## config.mk

```make
export PLATFORM = sky130hd
export DESIGN_NAME = stage5_field_extract_pipe
export DESIGN_NICKNAME = d
export VERILOG_FILES = /design/src/rtl/stage5_field_extract_pipe.sv
export SDC_FILE = /design/constraint.sdc
export NUM_CORES = 1
export LEC_CHECK = 0
export ABC_CLOCK_PERIOD_IN_PS = 20000
export BUFFER_PORTS_ARGS = -buffer_cell sky130_fd_sc_hd__buf_2
export CAP_MARGIN = 30
export CORE_AREA = 10 10 663 665
export CTS_CLUSTER_SIZE = 25
export DETAILED_ROUTE_END_ITERATION = 8
export DIE_AREA = 0 0 673 675
export PLACE_DENSITY = 0.3
export SYNTH_ARGS = -nofsm -noshare
export SYNTH_HDL_FRONTEND = slang
export SYNTH_SLANG_ARGS = --single-unit
export TNS_END_PERCENT = 30
```

## constraint.sdc

```tcl
create_clock -name clk -period 20 [get_ports clk]
set_input_delay 4 -clock clk [delete_from_list [all_inputs] [get_ports clk]]
set_output_delay 4 -clock clk [all_outputs]
set_load 0.02 [all_outputs]
```

## src/rtl/stage5_field_extract_pipe.sv

```systemverilog
// Stage-5 field extractor: slices one bit-field per message channel, gates it by
// enable/mux, tags a masked-compare hit and queues {field,hit} in a per-channel FIFO.
module stage5_field_extract_pipe #(
    parameter int NUM_CH        = 3,
    parameter int MSG_BITS      = 512,
    parameter int FIELD_MSB     = 47,
    parameter int FIELD_LSB     = 32,
    parameter int MUXC_BITS     = 4,
    parameter int MUX_DEFAULT   = 0,
    parameter int DEFAULT_VALUE = 0,
    parameter int DEPTH         = 4,
    parameter int CNT_BITS      = 32
) (
    input  logic                                         clk,
    input  logic                                         rst,
    input  logic                                         message_en,
    input  logic [NUM_CH-1:0]                            in_valid,
    output logic [NUM_CH-1:0]                            in_ready,
    input  logic [NUM_CH*MSG_BITS-1:0]                   message,
    input  logic [NUM_CH*MUXC_BITS-1:0]                  mux_ctrl,
    input  logic [FIELD_MSB-FIELD_LSB:0]                 match_val,
    input  logic [FIELD_MSB-FIELD_LSB:0]                 match_mask,
    output logic [NUM_CH*(FIELD_MSB-FIELD_LSB+1)-1:0]    field_out,
    output logic [NUM_CH-1:0]                            hit_out,
    output logic [NUM_CH-1:0]                            out_valid,
    input  logic [NUM_CH-1:0]                            out_ready,
    input  logic                                         cnt_clr,
    output logic [NUM_CH*CNT_BITS-1:0]                   hit_cnt,
    output logic [NUM_CH-1:0]                            overflow
);

    localparam int FW = FIELD_MSB - FIELD_LSB + 1;
    localparam int AW = $clog2(DEPTH);
    localparam logic [FW-1:0]        DEF_FIELD  = FW'(DEFAULT_VALUE);
    localparam logic [MUXC_BITS-1:0] MUX_UNUSED = MUXC_BITS'(MUX_DEFAULT);
    localparam logic [AW:0]          OCC_FULL   = (AW+1)'(DEPTH);

    // Only the field window of each message is consumed; the rest is folded here.
    logic unused_msg_s;
    assign unused_msg_s = ^message;

    for (genvar i = 0; i < NUM_CH; i++) begin : gen_ch
        logic [FW-1:0]        field_mem_r [DEPTH];
        logic [DEPTH-1:0]     hit_mem_r;
        logic [AW-1:0]        wr_ptr_r;
        logic [AW-1:0]        rd_ptr_r;
        logic [AW:0]          occ_r;
        logic [AW:0]          occ_next_s;
        logic                 in_rdy_r;
        logic                 ovf_r;
        logic [CNT_BITS-1:0]  cnt_r;
        logic [MUXC_BITS-1:0] mux_s;
        logic                 gated_s;
        logic [FW-1:0]        value_s;
        logic                 hit_s;
        logic                 push_s;
        logic                 pop_s;

        // Gating, hit compare, handshake decode and next occupancy.
        always_comb begin
            mux_s   = mux_ctrl[i*MUXC_BITS +: MUXC_BITS];
            gated_s = message_en && (mux_s != MUX_UNUSED);
            if (gated_s) begin
                value_s = message[i*MSG_BITS + FIELD_LSB +: FW];
            end else begin
                value_s = DEF_FIELD;
            end
            hit_s  = gated_s && (((value_s ^ match_val) & match_mask) == '0);
            push_s = in_valid[i] && in_rdy_r;
            pop_s  = (occ_r != '0) && out_ready[i];
            case ({push_s, pop_s})
                2'b10:   occ_next_s = occ_r + (AW+1)'(1);
                2'b01:   occ_next_s = occ_r - (AW+1)'(1);
                default: occ_next_s = occ_r;
            endcase
        end

        // FIFO storage, pointers and occupancy; in_ready is registered from the
        // next occupancy so it never depends combinationally on out_ready.
        always_ff @(posedge clk or posedge rst) begin
            if (rst) begin
                for (int k = 0; k < DEPTH; k++) begin
                    field_mem_r[k] <= '0;
                end
                hit_mem_r <= '0;
                wr_ptr_r  <= '0;
                rd_ptr_r  <= '0;
                occ_r     <= '0;
                in_rdy_r  <= 1'b0;
            end else begin
                if (push_s) begin
                    field_mem_r[wr_ptr_r] <= value_s;
                    hit_mem_r[wr_ptr_r]   <= hit_s;
                    wr_ptr_r              <= wr_ptr_r + AW'(1);
                end
                if (pop_s) begin
                    rd_ptr_r <= rd_ptr_r + AW'(1);
                end
                occ_r    <= occ_next_s;
                in_rdy_r <= (occ_next_s < OCC_FULL);
            end
        end

        // Saturating hit counter; a clear wins over a coincident hit push.
        always_ff @(posedge clk or posedge rst) begin
            if (rst) begin
                cnt_r <= '0;
            end else if (cnt_clr) begin
                cnt_r <= '0;
            end else if (push_s && hit_s && (cnt_r != '1)) begin
                cnt_r <= cnt_r + CNT_BITS'(1);
            end else begin
                cnt_r <= cnt_r;
            end
        end

        // Sticky overflow: a message was offered while the FIFO refused it.
        always_ff @(posedge clk or posedge rst) begin
            if (rst) begin
                ovf_r <= 1'b0;
            end else if (in_valid[i] && !in_rdy_r) begin
                ovf_r <= 1'b1;
            end else begin
                ovf_r <= ovf_r;
            end
        end

        assign in_ready[i]                    = in_rdy_r;
        assign out_valid[i]                   = (occ_r != '0);
        assign field_out[i*FW +: FW]          = field_mem_r[rd_ptr_r];
        assign hit_out[i]                     = hit_mem_r[rd_ptr_r];
        assign hit_cnt[i*CNT_BITS +: CNT_BITS] = cnt_r;
        assign overflow[i]                    = ovf_r;
    end

endmodule

```

Yosys cells after proc, flatten, opt, wreduce, memory -nomap -nowiden
Cells that the tools add are included.

Add/sub/neg operators: 15. Multiply operators: 0. Divide/modulo/power cells: 0. Order comparisons: 21. Equal/unequal tests: 9. Shifts and indexed selects: 0. Mux-type cells: 45. Bitwise operators: 12. Reductions and logical operators: 42.

Operator list (count): $bwmux W64 (3); $mux W16 (12); $mux W32 (6); $add A32 B1 Y32 const B (3); $bmux W16 S2 (3); $demux W16 S2 (3); $ne A32 B32 Y1 const B (3); $and A16 B16 Y16 (3); $logic_not A16 Y1 (3); $xor A16 B16 Y16 (3); $logic_and A1 B1 Y1 (27); $ge A3 B3 Y1 const B (6); $lt A2 B3 Y1 const B (6); $not A2 Y3 (6); $pmux W3 S2 (3); $add A2 B1 Y2 const B (6); $bwmux W4 (3); $reduce_bool A4 Y1 (3); $add A3 B1 Y3 const B (3); $lt A3 B1 Y1 const B (3); $lt A3 B3 Y1 const B (3); $reduce_bool A3 Y1 (3); $sub A3 B1 Y3 const B (3); $bmux W1 S2 (3); 7 further kinds (24).

Register bits after elaboration: 327. Latch bits: 0. Memory bits (writable): 0. Memory bits (read-only): 0. Input port bits: 1590. Word-level logic and storage cells: 177. Memories kept: 0.

Logic depth before layout (Yosys ltp)
Gate-level depths: netlist of the first run.

Depth in word-level cells: 11. Mapped depth: 12. Mapped depth without buffers: 9.

Worst setup path before layout of the first run
OpenSTA, ideal clock, no wires.

Path type: input-to-reg. From: in mux_ctrl[5]. To: reg gen_ch[1].cnt_r[28]. Setup time: 0.125 ns. Arrival: 6.402 ns. Data required time: 19.875 ns. Setup slack: 13.474 ns. Cell stages on the path: 10. Buffers on the path: 2. Cell sequence: o41a_1 > buf_2 > buf_2 > nand2_1 > xnor2_1 > a22oi_1 > nand4_1 > nor2_2 > nor4b_1 > mux2_2.

Cells in the longest elaborated chain, start to end: 10.

RTL lines: start: declaration (RTL line 20) `input logic [NUM_CH*MUXC_BITS-1:0] mux_ctrl,`; $reduce_bool A4 Y1 * (RTL line 62) `gated_s = message_en && (mux_s != MUX_UNUSED);`; $logic_and A1 B1 Y1 * (RTL line 62); $mux W16 (RTL line 63) `if (gated_s) begin`; $xor A16 B16 Y16 (RTL line 68) `hit_s = gated_s && (((value_s ^ match_val) & match_mask) == '0);`; $and A16 B16 Y16 (RTL line 68); $logic_not A16 Y1 (RTL line 68); $logic_and A1 B1 Y1 * (RTL line 68); $logic_and A1 B1 Y1 * (2 in a row) (RTL line 110) `end else if (push_s && hit_s && (cnt_r != '1)) begin`; $reduce_bool A2 Y1 (no source line) *; end signal: assignment (RTL line 111) `cnt_r <= cnt_r + CNT_BITS'(1);`; end signal: assignment (RTL line 113) `cnt_r <= cnt_r;`; end: declaration (RTL line 51) `logic [CNT_BITS-1:0] cnt_r;`.

Every way passes the cells marked *; elsewhere a longest branch is shown, timed or not. A chain may end at the register's enable or synchronous reset.

Final worst setup path of the first run
Ends and elaborated chain as after synthesis.

==> metrics, run 1 <==
status finished clean; pwr/cell area 103 nW/um^2; Critical Path AT slightly above 8000 ps; total I/O pin count roughly 1700; Required @ worst endpoint 20520 ps; Yosys warning count 0; vias post-DR between 10000 and 15000; Synth top area share between 50% and 60%; Hold Path Stages 1; most frequent cells in the layout 327 x dfrtp_1, 308 x nand2_1, 256 x buf_2; r2r setup slk 16130 ps; DR pass1 iterations 4; Routed Antenna Nets 0; HP Start gen_ch[1].ovf_r; Multi-input gate area ~7400 um^2; post_cts resized 0; CTS sink cnt about 330; row count 240; Buffers on Ports roughly 260; initial antenna violation count 16; clk_skew about 58 ps; Starting Density under 10%; routability cong. 0.703; worst setup path class primary input to flip-flop; TritonCTS clock tree yes; Post-CTS Repair Setup Buffers 0; H-tree levels 2; crit share post-route a little under two fifths; Detail Route met2 WL slightly above 50 mm; share of cells above drive strength 1 between 20% and 30%; pin count of the biggest net entering global routing 75; Worst R2R Start gen_ch[1].cnt_r[0]; Die X ~670 um; Detail Placement HPWL between 70 and 80 mm; Worst Reg-to-Reg Cells 11; Post-Synthesis Cells approximately 1600; final hold vios 0; Hold Path End gen_ch[1].ovf_r; headroom to the max-slew limit 32.7%; Final setup viols 0; Met1 Routed Length 31.3 mm; Max Used Layer met5; Critical Path Sink Type flip-flop; post-synthesis area per instance about 10 um^2; CP max stage delay 770 ps; worst path cell trace buf_2 > o41a_2 > buf_4 > nand2_1 > xnor2_1 > a22oi_1 > nand4_1 > buf_4 > nor2_2 > nor4b_1 > mux2_2; FF+latch count, synth 327; Area growth, synth to finish 61.5%; DR iter-0 viols between 400 and 500; CTS Buf Count 44; commonest non-fill, non-tap cell in the layout dfrtp_1; Die ar. 454000 um^2; nets around 3500; DRC Markers 0; FILL cells 50100; Total Routing Usage GR approximately 4.0%; Final min period roughly 7600 ps; Cell variety after synth 58; net count after synthesis around 3200; main area contributors after synthesis dfrtp_1 51%, nand2_1 7.2%, mux4_2 7.1%; slowest stage cell, crit path a22oi_1; Reg clk slew, reported paths around 60 ps; max frequency ~130 MHz; CTS Hold Buffers Added 0; Pleak between 9 and 10 nW; pins over their slew limit 0; core footprint between 400000 and 500000 um^2; grt total ovfl 0; synthesized cell area roughly 16000 um^2; clock root cell clkbuf_16; register area share after synthesis between 50% and 60%; leading area contributor after synthesis dfrtp_1; WL met3 5.48 mm; overall die height slightly below 700 um; Max VDD drop roughly 0.07 mV; worst-case clock buffer depth 3; ys flop type dfrtp_1; final WL around 92 mm; most frequent CP cell buf_4; worst-path fanout max 17; vias per cell ~1.7; global-route wire length before repair 122 mm; Post-synth EDFFs 0; clock latency on the worst-skew pair approximately 660 ps; slack of the critical path between 10000 and 15000 ps; Avg WL per Cell 12.1 um; TNS Setup 0 ps; fraction of registers with async set/reset 100%; worst hold path type flip-flop to flip-flop; Worst-Margin Slew 996 ps; critical path launch point type primary input; Sequential cell area ~8000 um^2; max-cap violations 0; RSZ-0062 raised after global routing no; R2R Path End gen_ch[1].cnt_r[28]; vias in the first global route around 13000; worst slack at placement about 12000 ps
[cells in the mapped netlist (2+ instances only)]
master and n:
ha_1 18, xor2_1 26, nand2_2 2, dfrtp_1 327, o41a_1 3, nor2b_1 28, and2_1 13, nand2_1 308
nand2b_1 13, mux4_2 51, clkbuf_1 75, o21ba_1 2, o21ai_0 223, a2111oi_0 2, and4_1 6, a22oi_1 7
nand3_1 42, a21o_1 7, xnor2_1 40, inv_1 36, fa_1 3, mux2_2 38, o31ai_1 15, o41ai_1 2
nand4_1 38, a31o_2 3, buf_4 6, nor4_1 19, and3_1 19, buf_2 8, or4_1 18, a21oi_1 47
nor2_1 75, o31a_1 2, or3_1 23, nor3_1 17, buf_1 3, mux2i_1 16
[worst max-delay path: cells and delay by family]
kind,cells,cell delay [ps]
compound gates,2,1260
xor+xnor,1,120
buf+inv,3,630
mux,1,370
simple gates,4,1580
[where the power goes]
part / internal, mW / leakage, nW / switching [mW] / total [mW]
clock network: 0.474 / 0.707 / 0.341 / 0.815
registers: 0.837 / 4.35 / 0.107 / 0.944
logic: 0.307 / 3.95 / 0.603 / 0.910
[sequential cells by signal, indices dropped and copies added, names as in the netlist]
signal and count:
gen_ch.cnt_r 96, gen_ch.field_mem_r 192, gen_ch.hit_mem_r 12, gen_ch.in_rdy_r 3, gen_ch.occ_r 9, gen_ch.ovf_r 3
gen_ch.rd_ptr_r 6, gen_ch.wr_ptr_r 6
[cell type report]
cell class	instances	area share (%)
Inverter	36	0.549
Multi-Input combinational cell	1146	28.5
Tap cell	5687	27.4
Sequential cell	327	31.5
Antenna cell	11	0.106
Clock buffer	68	5.18
Timing Repair Buffer	294	6.32
Clock inverter	10	0.390
[how the worst max path moves through the flow]
stage	end	startpoint	slack (ps)
after CTS	gen_ch[1].cnt_r[28]	mux_ctrl[5]	12300
after detailed placement	gen_ch[1].cnt_r[28]	mux_ctrl[5]	11560
after global placement	gen_ch[1].cnt_r[28]	mux_ctrl[5]	11540
after global routing	gen_ch[1].cnt_r[28]	mux_ctrl[5]	12370
after floorplan	gen_ch[0].cnt_r[0]	rst	6950
final	gen_ch[1].cnt_r[28]	mux_ctrl[5]	12420
[through the flow]
stage / area [um^2] / hold WS, ps / total power [mW] / cells / util [%]
after global routing: 25900 / 492 / 2.88 / 7570 / 6.09
after CTS: 25900 / 465 / 2.81 / 7568 / 6.09
final: 26000 / 466 / 2.67 / 7579 / 6.09
after detailed placement: 24500 / 444 / 1.95 / 7490 / 5.75
after global placement: 24400 / 441 / 1.92 / 7485 / 5.72
after floorplan: 16100 / 429 / 1.45 / 1601 / -
[cells by family (layout without fill, tap and decap cells)]
| family | Yosys count | in the layout | synth area share, % |
|---|---|---|---|
| AO/OA/AOI/OAI | 324 | 324 | 11.2 |
| XOR/XNOR | 66 | 66 | 3.60 |
| adder cells (fa/ha/maj) | 21 | 21 | 1.77 |
| buffers and inverters | 128 | 408 | 3.19 |
| flip-flops | 327 | 327 | 50.9 |
| multiplexers | 105 | 105 | 10.8 |
| other | 0 | 11 | 0 |
| AND/OR/NAND/NOR | 630 | 630 | 18.6 |
[per-layer routing]
| metal | vias to the layer above | global-route usage [%] |
|---|---|---|
| met5 | - | 0 |
| met4 | 6 | 1.54 |
| met3 | 104 | 1.23 |
| met2 | 239 | 7.73 |
| met1 | 6389 | 3.84 |
| li1 | 6152 | - |
(Power assumes the default switching activity.)
==> inputs of run 2 (changes only) <==
--- a/config.mk
+++ b/config.mk
@@ -5,13 +5,13 @@
 export SDC_FILE = /design/constraint.sdc
 export NUM_CORES = 1
 export LEC_CHECK = 0
-export ABC_CLOCK_PERIOD_IN_PS = 20000
+export ABC_CLOCK_PERIOD_IN_PS = 7590
 export BUFFER_PORTS_ARGS = -buffer_cell sky130_fd_sc_hd__buf_2
 export CAP_MARGIN = 30
-export CORE_AREA = 10 10 663 665
+export CORE_AREA = 10 10 670 672
 export CTS_CLUSTER_SIZE = 25
 export DETAILED_ROUTE_END_ITERATION = 8
-export DIE_AREA = 0 0 673 675
+export DIE_AREA = 0 0 680 682
 export PLACE_DENSITY = 0.3
 export SYNTH_ARGS = -nofsm -noshare
 export SYNTH_HDL_FRONTEND = slang
==> constraint.sdc (replaced) <==
create_clock -name clk -period 7.59 [get_ports clk]
set_input_delay 1.518 -clock clk [delete_from_list [all_inputs] [get_ports clk]]
set_output_delay 1.518 -clock clk [all_outputs]
set_load 0.02 [all_outputs]
==> run 2 against run 1 <==
Compared with the run above:
- core utilization is 0.10 points lower
- clock skew is 36 ps lower
- routed wire length is 1.2% higher
- cell count is 1.0% higher
- die area is 2.1% higher
- clock power grew to 2.8 times the previous value
- critical endpoint is now gen_ch[1].cnt_r[14]
- worst hold slack worse by 16 ps
- worst setup slack worse by 9900 ps
- sequential share of layout area is 0.18 points lower
==> metrics, run 2 (same netlist as run 1, synthesis figures left out) <==
clk_skew ~22 ps; Worst-Margin Slew 1160 ps; Critical path buffers and inverters 3; Area growth, synth to finish 62.4%; worst hold path type flip-flop to flip-flop; Routed Antenna Nets 0; Critical Path AT ~5500 ps; Largest register FFs about 190; slowest stage cell, crit path a22oi_1; Critical Path Sink Type flip-flop; global-route wire length before repair about 120 mm; Starting Density 3.69%; TNS Setup 0 ps; Hold Slack about 450 ps; max-cap violations 0; Buffers on Ports 257; CTS sink cnt between 300 and 400; Die ar. 464000 um^2; CP max stage delay ~760 ps; pin count of the biggest net entering global routing around 160; r2r setup slk 4070 ps; clock latency on the worst-skew pair 640 ps; commonest non-fill, non-tap cell in the layout dfrtp_1; FILL cells 51400; CTS Buf Count 47; headroom to the max-slew limit between 20 and 25%; max frequency approximately 200 MHz; post_cts resized 0; Die X roughly 680 um; most frequent cells in the layout 327 x dfrtp_1, 308 x nand2_1, 256 x buf_2; CTS Hold Buffers Added 0; grt total ovfl 0; biggest registers after layout gen_ch.field_mem_r: 192 flops, gen_ch.cnt_r: 96 flops, gen_ch.hit_mem_r: 12 flops; final hold vios 0; DR iter-0 viols about 630; nets 3459; Post-CTS Repair Setup Buffers 0; vias per cell between 1.5 and 2; clock root cell clkbuf_16; Final min period 5070 ps; vias post-DR roughly 13000; initial antenna violation count 18; Pleak approximately 9 nW; total I/O pin count 1746; worst-case clock buffer depth 3; Total Routing Usage GR 3.88%; H-tree levels 2; family with the most delay on the worst path compound AO/OA/AOI/OAI gates; most frequent CP cell buf_4; vias in the first global route approximately 13000; DR pass1 iterations 4; Multi-input gate area approximately 7400 um^2; pins over their slew limit 0; TritonCTS clock tree yes; RSZ-0062 raised after global routing no; pwr/cell area about 270 nW/um^2; status finished clean; core footprint 436000 um^2; Required @ worst endpoint 8060 ps; crit share post-route between 60 and 70%; Biggest register gen_ch.field_mem_r; routability cong. between 0.7 and 0.8; worst-path fanout max 10; worst path cell trace buf_2 > o41a_2 > buf_4 > nand2_1 > xnor2_1 > a22oi_1 > nand4_1 > buf_4 > nor4_2 > a21o_1 > a21oi_1; Sequential cell area between 8000 and 9000 um^2; critical path launch point type primary input; final WL 93.0 mm; row count roughly 240; share of cells above drive strength 1 ~25%; Max VDD drop 0.187 mV; worst setup path class primary input to flip-flop; DRC Markers 0; Avg WL per Cell 12.1 um; overall die height between 600 and 700 um; Reg clk slew, reported paths 60 ps; Detail Placement HPWL 75.0 mm; Final setup viols 0
run 2: cell count changes in the layout (fill, tap and decap cells not counted), sizes merged:
cell / change
diode: +10
clkbuf: +2
clkinv: +2
buf: -4
clkinvlp: -1
run 2: area by class of cell:
| cell class | instances | share of cell area (%) |
|---|---|---|
| inverter | 36 | 0.532 |
| timing repair buffer | 290 | 6.09 |
| clock inverter | 11 | 0.460 |
| tap | 5757 | 27.6 |
| multi-input combinational | 1146 | 28.4 |
| clock buffer | 70 | 5.42 |
| antenna | 21 | 0.201 |
| sequential | 327 | 31.3 |
run 2: through the flow:
| step | instance area (um^2) | worst slack, ps | util (%) | power (mW) | cells |
|---|---|---|---|---|---|
| detailed placement | 24500 | 1670 | 5.62 | 5.03 | 7556 |
| finish | 26100 | 2520 | 5.99 | 7.03 | 7658 |
| floorplan | 16100 | 1710 | - | 3.81 | 1601 |
| global route | 26100 | 2290 | 5.98 | 7.59 | 7653 |
| CTS | 26100 | 2410 | 5.98 | 7.39 | 7637 |
| global placement | 24500 | 1650 | 5.61 | 4.97 | 7554 |
run 2: path summary, 6_finish.rpt:
kind / cells past startpoint / endpoint / startpoint
max: 11 / gen_ch[1].cnt_r[14] / mux_ctrl[5]
min: 1 / gen_ch[0].ovf_r / gen_ch[0].ovf_r
max reg2reg: 8 / gen_ch[0].cnt_r[17] / gen_ch[0].cnt_r[8]
min reg2reg: 1 / gen_ch[0].ovf_r / gen_ch[0].ovf_r
max in group asynchronous: 3 / gen_ch[1].field_mem_r[24] / rst
min in group asynchronous: 2 / gen_ch[0].ovf_r / rst
run 2: power by group:
part | switching, mW | leakage [nW] | internal (mW)
sequential | 0.289 | 4.35 | 2.21
clock | 0.934 | 0.759 | 1.32
combinational | 1.47 | 3.92 | 0.810
total | 2.70 | 9.02 | 4.33
run 2: routing by layer:
layer / GRT usage, % / share of wire, % / vias to the layer above
met5: 0 / 0.042 / -
met4: 1.90 / 5.4 / 6
met3: 1.25 / 6.4 / 109
met2: 7.34 / 54 / 259
met1: 3.77 / 34 / 6398
li1: - / - / 6149
